===== config.mk =====
export PLATFORM = sky130hd
export DESIGN_NAME = decode_stage_flat
export DESIGN_NICKNAME = d
export VERILOG_FILES = /design/src/rtl/decode_stage_if.sv /design/src/rtl/decode_stage.sv /design/src/flat_wrapper.sv
export SDC_FILE = /design/constraint.sdc
export NUM_CORES = 1
export LEC_CHECK = 0
export ABC_AREA = 1
export CORE_UTILIZATION = 40
export DETAILED_ROUTE_END_ITERATION = 16
export GPL_TIMING_DRIVEN = 0
export HOLD_SLACK_MARGIN = 0.15
export PLACE_DENSITY_LB_ADDON = 0.25
export SLEW_MARGIN = 10
export SYNTH_ARGS = -nofsm -noshare
export SYNTH_HDL_FRONTEND = slang
export SYNTH_SLANG_ARGS = --single-unit

===== constraint.sdc =====
create_clock -name clk -period 9.91 [get_ports clk]
set_clock_uncertainty 0.1 [all_clocks]
set_input_delay 1.982 -clock clk [delete_from_list [all_inputs] [get_ports clk]]
set_output_delay 1.982 -clock clk [all_outputs]
set_load 0.05 [all_outputs]

===== src/rtl/decode_stage_if.sv =====
// Fetch-to-decode and decode-to-execute handshake bundle for decode_stage.
// Latency: none (wires only).
// Backpressure: in_valid/in_ready upstream, out_valid/out_ready downstream; flush rides along.
// Ports: flush, in_valid/in_ready/in_instr/in_pc, out_valid/out_ready plus decoded payload out_*.
// Modports: master = surrounding pipeline (fetch + execute side), slave = decode_stage itself.
interface decode_stage_if #(
  parameter int XLEN = 32
);
  logic            flush;
  logic            in_valid;
  logic            in_ready;
  logic [31:0]     in_instr;
  logic [XLEN-1:0] in_pc;
  logic            out_valid;
  logic            out_ready;
  logic [XLEN-1:0] out_pc;
  logic [6:0]      out_opcode;
  logic [4:0]      out_rd;
  logic [4:0]      out_rs1;
  logic [4:0]      out_rs2;
  logic [2:0]      out_funct3;
  logic [6:0]      out_funct7;
  logic [5:0]      out_shamt;
  logic [XLEN-1:0] out_imm;
  logic [2:0]      out_fmt;
  logic            out_illegal;

  modport master (
    output flush, in_valid, in_instr, in_pc, out_ready,
    input  in_ready, out_valid, out_pc, out_opcode, out_rd, out_rs1, out_rs2,
           out_funct3, out_funct7, out_shamt, out_imm, out_fmt, out_illegal
  );

  modport slave (
    input  flush, in_valid, in_instr, in_pc, out_ready,
    output in_ready, out_valid, out_pc, out_opcode, out_rd, out_rs1, out_rs2,
           out_funct3, out_funct7, out_shamt, out_imm, out_fmt, out_illegal
  );
endinterface


===== src/rtl/decode_stage.sv =====
// RV32I/RV64I decode: field extraction, immediate generation, legality check, 2-entry elastic buffer.
// Latency: 1 cycle from accept to out_*; 1 instr/cycle while out_ready=1.
// Backpressure: in_ready is registered, drops the cycle after the buffer holds two entries.
// Ports: clk, rst (async active-high), bus (decode_stage_if.slave: flush, in_* request, out_* decoded entry).
module decode_stage #(
  parameter int XLEN = 32
) (
  input  logic          clk,
  input  logic          rst,
  decode_stage_if.slave bus
);

  localparam bit RV64 = (XLEN == 64);

  localparam logic [2:0] FMT_R    = 3'd0;
  localparam logic [2:0] FMT_I    = 3'd1;
  localparam logic [2:0] FMT_S    = 3'd2;
  localparam logic [2:0] FMT_B    = 3'd3;
  localparam logic [2:0] FMT_U    = 3'd4;
  localparam logic [2:0] FMT_J    = 3'd5;
  localparam logic [2:0] FMT_NONE = 3'd7;

  typedef struct packed {
    logic [XLEN-1:0] pc;
    logic [6:0]      opcode;
    logic [4:0]      rd;
    logic [4:0]      rs1;
    logic [4:0]      rs2;
    logic [2:0]      funct3;
    logic [6:0]      funct7;
    logic [5:0]      shamt;
    logic [XLEN-1:0] imm;
    logic [2:0]      fmt;
    logic            illegal;
  } entry_t;

  typedef enum logic [1:0] {S_EMPTY, S_ONE, S_TWO} state_t;

  localparam entry_t ENTRY_RST = '{pc: '0, opcode: '0, rd: '0, rs1: '0, rs2: '0,
                                   funct3: '0, funct7: '0, shamt: '0, imm: '0,
                                   fmt: FMT_NONE, illegal: 1'b0};

  logic [31:0] instr;
  logic [2:0]  f3;
  logic [2:0]  fmt;
  logic [31:0] imm32;
  entry_t      dec;

  assign instr = bus.in_instr;
  assign f3    = instr[14:12];

  // Every listed opcode ends in 2'b11, so a non-11 low pair falls to the default arm.
  always_comb begin
    fmt = FMT_NONE;
    case (instr[6:0])
      7'b0110111, 7'b0010111: fmt = FMT_U;
      7'b1101111:             fmt = FMT_J;
      7'b1100111:             fmt = (f3 == 3'b000) ? FMT_I : FMT_NONE;
      7'b0000011, 7'b0001111, 7'b1110011: fmt = FMT_I;
      // RV32 shift amounts are 5 bits; instr[25] set would address a 6th bit.
      7'b0010011: fmt = (!RV64 && (f3 == 3'b001 || f3 == 3'b101) && instr[25]) ? FMT_NONE : FMT_I;
      7'b1100011: fmt = (f3 == 3'b010 || f3 == 3'b011) ? FMT_NONE : FMT_B;
      7'b0100011: fmt = FMT_S;
      7'b0110011: fmt = FMT_R;
      7'b0011011: fmt = RV64 ? FMT_I : FMT_NONE;
      7'b0111011: fmt = RV64 ? FMT_R : FMT_NONE;
      default:    fmt = FMT_NONE;
    endcase
  end

  // Immediates are built at 32 bits, then sign-extended to XLEN.
  always_comb begin
    imm32 = '0;
    case (fmt)
      FMT_I: imm32 = {{20{instr[31]}}, instr[31:20]};
      FMT_S: imm32 = {{20{instr[31]}}, instr[31:25], instr[11:7]};
      FMT_B: imm32 = {{19{instr[31]}}, instr[31], instr[7], instr[30:25], instr[11:8], 1'b0};
      FMT_U: imm32 = {instr[31:12], 12'b0};
      FMT_J: imm32 = {{11{instr[31]}}, instr[31], instr[19:12], instr[20], instr[30:21], 1'b0};
      default: imm32 = '0;
    endcase
  end

  always_comb begin
    dec.pc      = bus.in_pc;
    dec.opcode  = instr[6:0];
    dec.rd      = instr[11:7];
    dec.rs1     = instr[19:15];
    dec.rs2     = instr[24:20];
    dec.funct3  = f3;
    dec.funct7  = instr[31:25];
    dec.shamt   = {RV64 ? instr[25] : 1'b0, instr[24:20]};
    dec.imm     = XLEN'($signed(imm32));
    dec.fmt     = fmt;
    dec.illegal = (fmt == FMT_NONE);
  end

  state_t state_q, state_d;
  entry_t ent0_q, ent0_d;  // oldest entry, drives out_*
  entry_t ent1_q, ent1_d;
  logic   out_valid_q, out_valid_d;
  logic   in_ready_q, in_ready_d;
  logic   push, pop;

  always_comb begin
    push    = bus.in_valid & in_ready_q & ~bus.flush;
    pop     = out_valid_q & bus.out_ready;
    state_d = state_q;
    ent0_d  = ent0_q;
    ent1_d  = ent1_q;
    if (bus.flush) begin
      state_d = S_EMPTY;
    end else begin
      case (state_q)
        S_EMPTY: if (push) begin
          ent0_d  = dec;
          state_d = S_ONE;
        end
        S_ONE: begin
          if (push && pop) begin
            ent0_d = dec;
          end else if (push) begin
            ent1_d  = dec;
            state_d = S_TWO;
          end else if (pop) begin
            state_d = S_EMPTY;
          end
        end
        S_TWO: if (pop) begin
          ent0_d  = ent1_q;
          state_d = S_ONE;
        end
        default: state_d = S_EMPTY;
      endcase
    end
    // Both handshake outputs follow the next state so they leave the flop stage directly.
    out_valid_d = (state_d != S_EMPTY);
    in_ready_d  = (state_d != S_TWO);
  end

  always_ff @(posedge clk or posedge rst) begin
    if (rst) begin
      state_q     <= S_EMPTY;
      ent0_q      <= ENTRY_RST;
      ent1_q      <= ENTRY_RST;
      out_valid_q <= 1'b0;
      in_ready_q  <= 1'b1;
    end else begin
      state_q     <= state_d;
      ent0_q      <= ent0_d;
      ent1_q      <= ent1_d;
      out_valid_q <= out_valid_d;
      in_ready_q  <= in_ready_d;
    end
  end

  assign bus.in_ready    = in_ready_q;
  assign bus.out_valid   = out_valid_q;
  assign bus.out_pc      = ent0_q.pc;
  assign bus.out_opcode  = ent0_q.opcode;
  assign bus.out_rd      = ent0_q.rd;
  assign bus.out_rs1     = ent0_q.rs1;
  assign bus.out_rs2     = ent0_q.rs2;
  assign bus.out_funct3  = ent0_q.funct3;
  assign bus.out_funct7  = ent0_q.funct7;
  assign bus.out_shamt   = ent0_q.shamt;
  assign bus.out_imm     = ent0_q.imm;
  assign bus.out_fmt     = ent0_q.fmt;
  assign bus.out_illegal = ent0_q.illegal;

endmodule


===== src/flat_wrapper.sv =====
// flat-port wrapper written by rule: the top's interface ports become plain ports
module decode_stage_flat 
#(
  parameter int XLEN = 32
)
  (clk, rst, bus_flush, bus_in_valid, bus_in_instr, bus_in_pc, bus_out_ready, bus_in_ready, bus_out_valid, bus_out_pc, bus_out_opcode, bus_out_rd, bus_out_rs1, bus_out_rs2, bus_out_funct3, bus_out_funct7, bus_out_shamt, bus_out_imm, bus_out_fmt, bus_out_illegal);
  decode_stage_if #(.XLEN(XLEN)) bus_i ();
  input  logic clk;
  input  logic rst;
  input wire logic [$bits(bus_i.flush)-1:0] bus_flush;
  input wire logic [$bits(bus_i.in_valid)-1:0] bus_in_valid;
  input wire logic [$bits(bus_i.in_instr)-1:0] bus_in_instr;
  input wire logic [$bits(bus_i.in_pc)-1:0] bus_in_pc;
  input wire logic [$bits(bus_i.out_ready)-1:0] bus_out_ready;
  output wire logic [$bits(bus_i.in_ready)-1:0] bus_in_ready;
  output wire logic [$bits(bus_i.out_valid)-1:0] bus_out_valid;
  output wire logic [$bits(bus_i.out_pc)-1:0] bus_out_pc;
  output wire logic [$bits(bus_i.out_opcode)-1:0] bus_out_opcode;
  output wire logic [$bits(bus_i.out_rd)-1:0] bus_out_rd;
  output wire logic [$bits(bus_i.out_rs1)-1:0] bus_out_rs1;
  output wire logic [$bits(bus_i.out_rs2)-1:0] bus_out_rs2;
  output wire logic [$bits(bus_i.out_funct3)-1:0] bus_out_funct3;
  output wire logic [$bits(bus_i.out_funct7)-1:0] bus_out_funct7;
  output wire logic [$bits(bus_i.out_shamt)-1:0] bus_out_shamt;
  output wire logic [$bits(bus_i.out_imm)-1:0] bus_out_imm;
  output wire logic [$bits(bus_i.out_fmt)-1:0] bus_out_fmt;
  output wire logic [$bits(bus_i.out_illegal)-1:0] bus_out_illegal;
  assign bus_i.flush = bus_flush;
  assign bus_i.in_valid = bus_in_valid;
  assign bus_i.in_instr = bus_in_instr;
  assign bus_i.in_pc = bus_in_pc;
  assign bus_i.out_ready = bus_out_ready;
  assign bus_in_ready = bus_i.in_ready;
  assign bus_out_valid = bus_i.out_valid;
  assign bus_out_pc = bus_i.out_pc;
  assign bus_out_opcode = bus_i.out_opcode;
  assign bus_out_rd = bus_i.out_rd;
  assign bus_out_rs1 = bus_i.out_rs1;
  assign bus_out_rs2 = bus_i.out_rs2;
  assign bus_out_funct3 = bus_i.out_funct3;
  assign bus_out_funct7 = bus_i.out_funct7;
  assign bus_out_shamt = bus_i.out_shamt;
  assign bus_out_imm = bus_i.out_imm;
  assign bus_out_fmt = bus_i.out_fmt;
  assign bus_out_illegal = bus_i.out_illegal;
  decode_stage #(.XLEN(XLEN)) u_core (.clk(clk), .rst(rst), .bus(bus_i));
endmodule

==> metrics.md <==
| Metric | Value |
|---|---|
| Post-synth net total | `1,197` |
| Slew Viols, Final | `0` |
| Min Tclk post-route | `4.17 ns` |
| Post-Syn Instances | `1,128` |
| Remaining DRCs | `0` |
| CP Launch Type | `input pin` |
| Worst-Margin Slew | `0.835 ns` |
| Crit share post-route | `0.420` |
| Router iterations before antenna repair | `5` |
| Cts hold-fix bufs | `0` |
| Clock Power Share | `0.290` |
| Synth Register Bits | `204` |
| Number of buffers created by CTS | `23` |
| Inserted Diodes | `0` |
| Vias in the first global route | `7,999` |
| Hpwl dp | `19,300 um` |
| Post-CTS Setup Bufs | `0` |
| Post-Route WL | `27,800 um` |
| CTS H-Tree Depth | `1` |
| Overflow left after global routing | `0` |
| Int Power | `1.98 mW` |
| CTS tree | `built` |
| Row cnt | `55` |
| Worst R2R Path Depth | `7` |
| Synthesis-to-finish area growth | `31.8%` |
| Filler cells | `2,145` |
| Antenna violations before repair | `0` |
| Power Total | `3.11 mW` |
| Ranking of synthesized cells by area | `dfrtp_1 54%, nand2_1 19%, nor2_1 5.8%` |
| # setup viols final | `0` |
| Crit path from | `bus_out_ready` |
| RSZ-0062 raised after global routing | `false` |
| Bufs on Longest Clock Path | `3` |
| Total I/O pin count | `177` |
| Non-Filler Instances | `1,628` |
| Hold endpoint | `u_core.ent1_q[44]` |
| Hold depth | `2` |
| Reg2Reg Setup Slack | `6.97 ns` |
| Port buffer count | `174` |
| Largest area contributor in the netlist | `dfrtp_1` |
| GPL Wtd Cong | `0.860` |
| Critical path arrival | `4.43 ns` |
| Max_slew headroom | `0.441` |
| Synth cell types | `36` |
| CTS root buf | `clkbuf_16` |
| First-pass GRT wire length | `44,000 um` |
| Clk_lat worst skew | `0.51 ns` |
| DR iter-0 viols | `626` |
| Hold Violations, Final | `0` |
| Critical path capture point type | `register` |
| Share of cells above drive strength 1 | `0.0752` |
| Synth warnings | `0` |
| Combinational fraction of design power | `0.315` |
| Post-route ant nets | `0` |
| Worst hold start | `u_core.ent1_q[44]` |
| Crit Path Max Fanout | `10` |
| Sink Count | `204` |
| Reg2Reg Capture Point | `u_core.bus.out_opcode[3]` |
| Max_cap viols | `0` |
| Final worst setup slack | `5.74 ns` |
| Starting Density | `0.407` |
| Netlist Area Pre-Place | `9210 um2` |
| Final Core Density | `0.536` |
| Worst IR drop on VDD | `0.151 mV` |
| Leak pwr | `5.99 nW` |
| DR vias/cell | `5.10` |
| GRT Overall Usage | `0.238` |
| Synth top area share | `0.535` |
| Sw Share | `0.363` |
| Sequential share of power | `0.394` |
| Setup CP Type | `in -> reg` |
| Largest net degree at the start of global routing | `105` |
| Dpl ws | `5.32 ns` |
| Post-CTS resize count | `0` |
| Sequential share of the synthesized area | `0.555` |
| Final nets | `1,397` |
| Worst r2r src | `u_core.state_q[1]` |
| Die width | `154 um` |
| Fin area | `12,100 um2` |
| Worst Hold Class | `reg -> reg` |
| Mean Syn Cell Area | `8.17 um2` |
| CP required | `10.17 ns` |
| Status | `complete, no violations` |
| Cell Pwr Density | `256 nW/um2` |
| Total Die Area | `23,600 um2` |
| Avg WL per Cell | `17.1 um` |
| Die Ht | `154 um` |
| Worst-path clk slew | `0.06 ns` |
| Routed vias | `8,301` |
| Fmax | `0.240 GHz` |
| Placeable Area | `22,600 um2` |
| Placed Area | `11,300 um2` |
| Dpl cells | `1,588` |
| Switch Pwr | `1.13 mW` |
==> flip-flops by register name (all words and copies together) (netlist names), 2 cells and up <==
register               cells
u_core.ent1_q            100
u_core.bus.out_imm        32
u_core.bus.out_pc         32
u_core.bus.out_funct7      7
u_core.bus.out_opcode      7
u_core.bus.out_rd          5
u_core.bus.out_rs1         5
u_core.bus.out_shamt       5
u_core.bus.out_fmt         3
u_core.bus.out_funct3      3
u_core.state_q             2
==> power by group through the flow <==
stage	sequential, mW	combinational, mW	clock (mW)
final	1.23	0.981	0.903
after detailed placement	1.24	0.985	0
after CTS	1.22	0.988	0.915
after global routing	1.25	1.05	0.951
after global placement	1.23	0.969	0
after floorplan	1.56	0.302	0
==> metal layers <==
layer / vias to the layer above / track usage / part of all wire
li1: 3979 / - / -
met1: 3912 / 0.324 / 0.43
met2: 356 / 0.372 / 0.45
met3: 54 / 0.0626 / 0.098
met4: 0 / 0.0719 / 0.029
met5: - / 0 / 0
==> critical path: stages <==
cell	delay, ns
clkdlybuf4s50_1	0.46
nand2_1	0.07
inv_1	0.08
nor2_1	0.07
a211oi_1	0.23
o21ai_1	0.25
inv_2	0.31
clkbuf_1	0.48
buf_2	0.35
a31oi_1	0.15
==> cell usage in the layout (no fill, tap or decap), types with 2 or more instances in the layout <==
cell type        synthesis  final
nand2_4                  7      7
buf_6                    3      3
nor2_2                   2      2
buf_4                    6      6
nand3_1                 28     28
clkbuf_1                46     50
nand4_1                  6      6
nand3_2                  5      5
clkbuf_16                0     23
bufinv_16                0      4
clkbuf_8                 3      7
o22ai_1                  4      4
o21ai_0                 39     39
clkinv_2                 0      4
o21ai_1                 10     10
inv_2                    5      5
nand2_1                464    464
nand2_2                  4      4
dfrtp_1                197    197
o211ai_1                 2      2
nor2_4                   6      6
inv_1                   34     33
buf_2                   10     10
dfstp_2                  7      7
a31oi_1                 72     72
clkdlybuf4s50_1          0    174
dlygate4sd1_1            2      2
a21oi_1                 13     13
nor2_1                 142    142
==> cell usage after synthesis <==
cell type	count
nor2_4	6
a31oi_1	72
conb_1	1
o21ai_1	10
clkbuf_8	3
nand3_2	5
nand2_1	464
a21oi_1	13
a211oi_1	1
buf_4	6
nand3b_1	1
dlymetal6s2s_1	1
nand2_8	1
dfstp_2	7
buf_1	1
inv_2	5
buf_6	3
dlygate4sd1_1	2
inv_1	34
nand4_1	6
o211ai_1	2
inv_4	1
o21ai_0	39
nor3_1	1
nor2_2	2
clkbuf_1	46
dfrtp_1	197
a31oi_2	1
o22ai_1	4
nor2_8	1
nand2_2	4
nand2_4	7
nand3_1	28
and2_2	1
buf_2	10
nor2_1	142
==> metrics by stage <==
stage	setup TNS (ns)	hold slack, ns
floorplan	0	0.337
global placement	-114.25	0.352
detailed placement	0	0.354
CTS	0	0.370
global route	0	0.384
finish	0	0.368
==> cell families after synthesis <==
group / after synthesis / synth area share
simple gates: 669 / 0.298
compound gates: 142 / 0.0891
flops: 204 / 0.555
buf+inv: 112 / 0.0574
other cells: 1 / 0.000407
==> worst max path at each step <==
stage | endpoint | slack (ns) | cells past startpoint
after global placement | u_core.ent1_q[76] | -0.60 | 2
after global routing | u_core.ent1_q[42] | 5.58 | 11
after CTS | u_core.bus.out_opcode[3] | 5.80 | 10
final | u_core.bus.out_opcode[3] | 5.74 | 10
after detailed placement | u_core.ent1_q[45] | 5.32 | 11
after floorplan | u_core.bus.out_funct3[0] | 2.27 | 1
==> layout make-up <==
| class | instances | area [um2] | area share |
|---|---|---|---|
| flip-flops and latches | 204 | 5110 | 0.421 |
| clock buffers | 31 | 646 | 0.0532 |
| inverters | 40 | 160 | 0.0132 |
| plain buffers | 72 | 377 | 0.0310 |
| well taps | 285 | 357 | 0.0294 |
| repair buffers | 175 | 1770 | 0.146 |
| clock inverters | 9 | 149 | 0.0123 |
| multi-input cells | 812 | 3570 | 0.294 |
No activity file was read; power rests on OpenSTA's default activity.
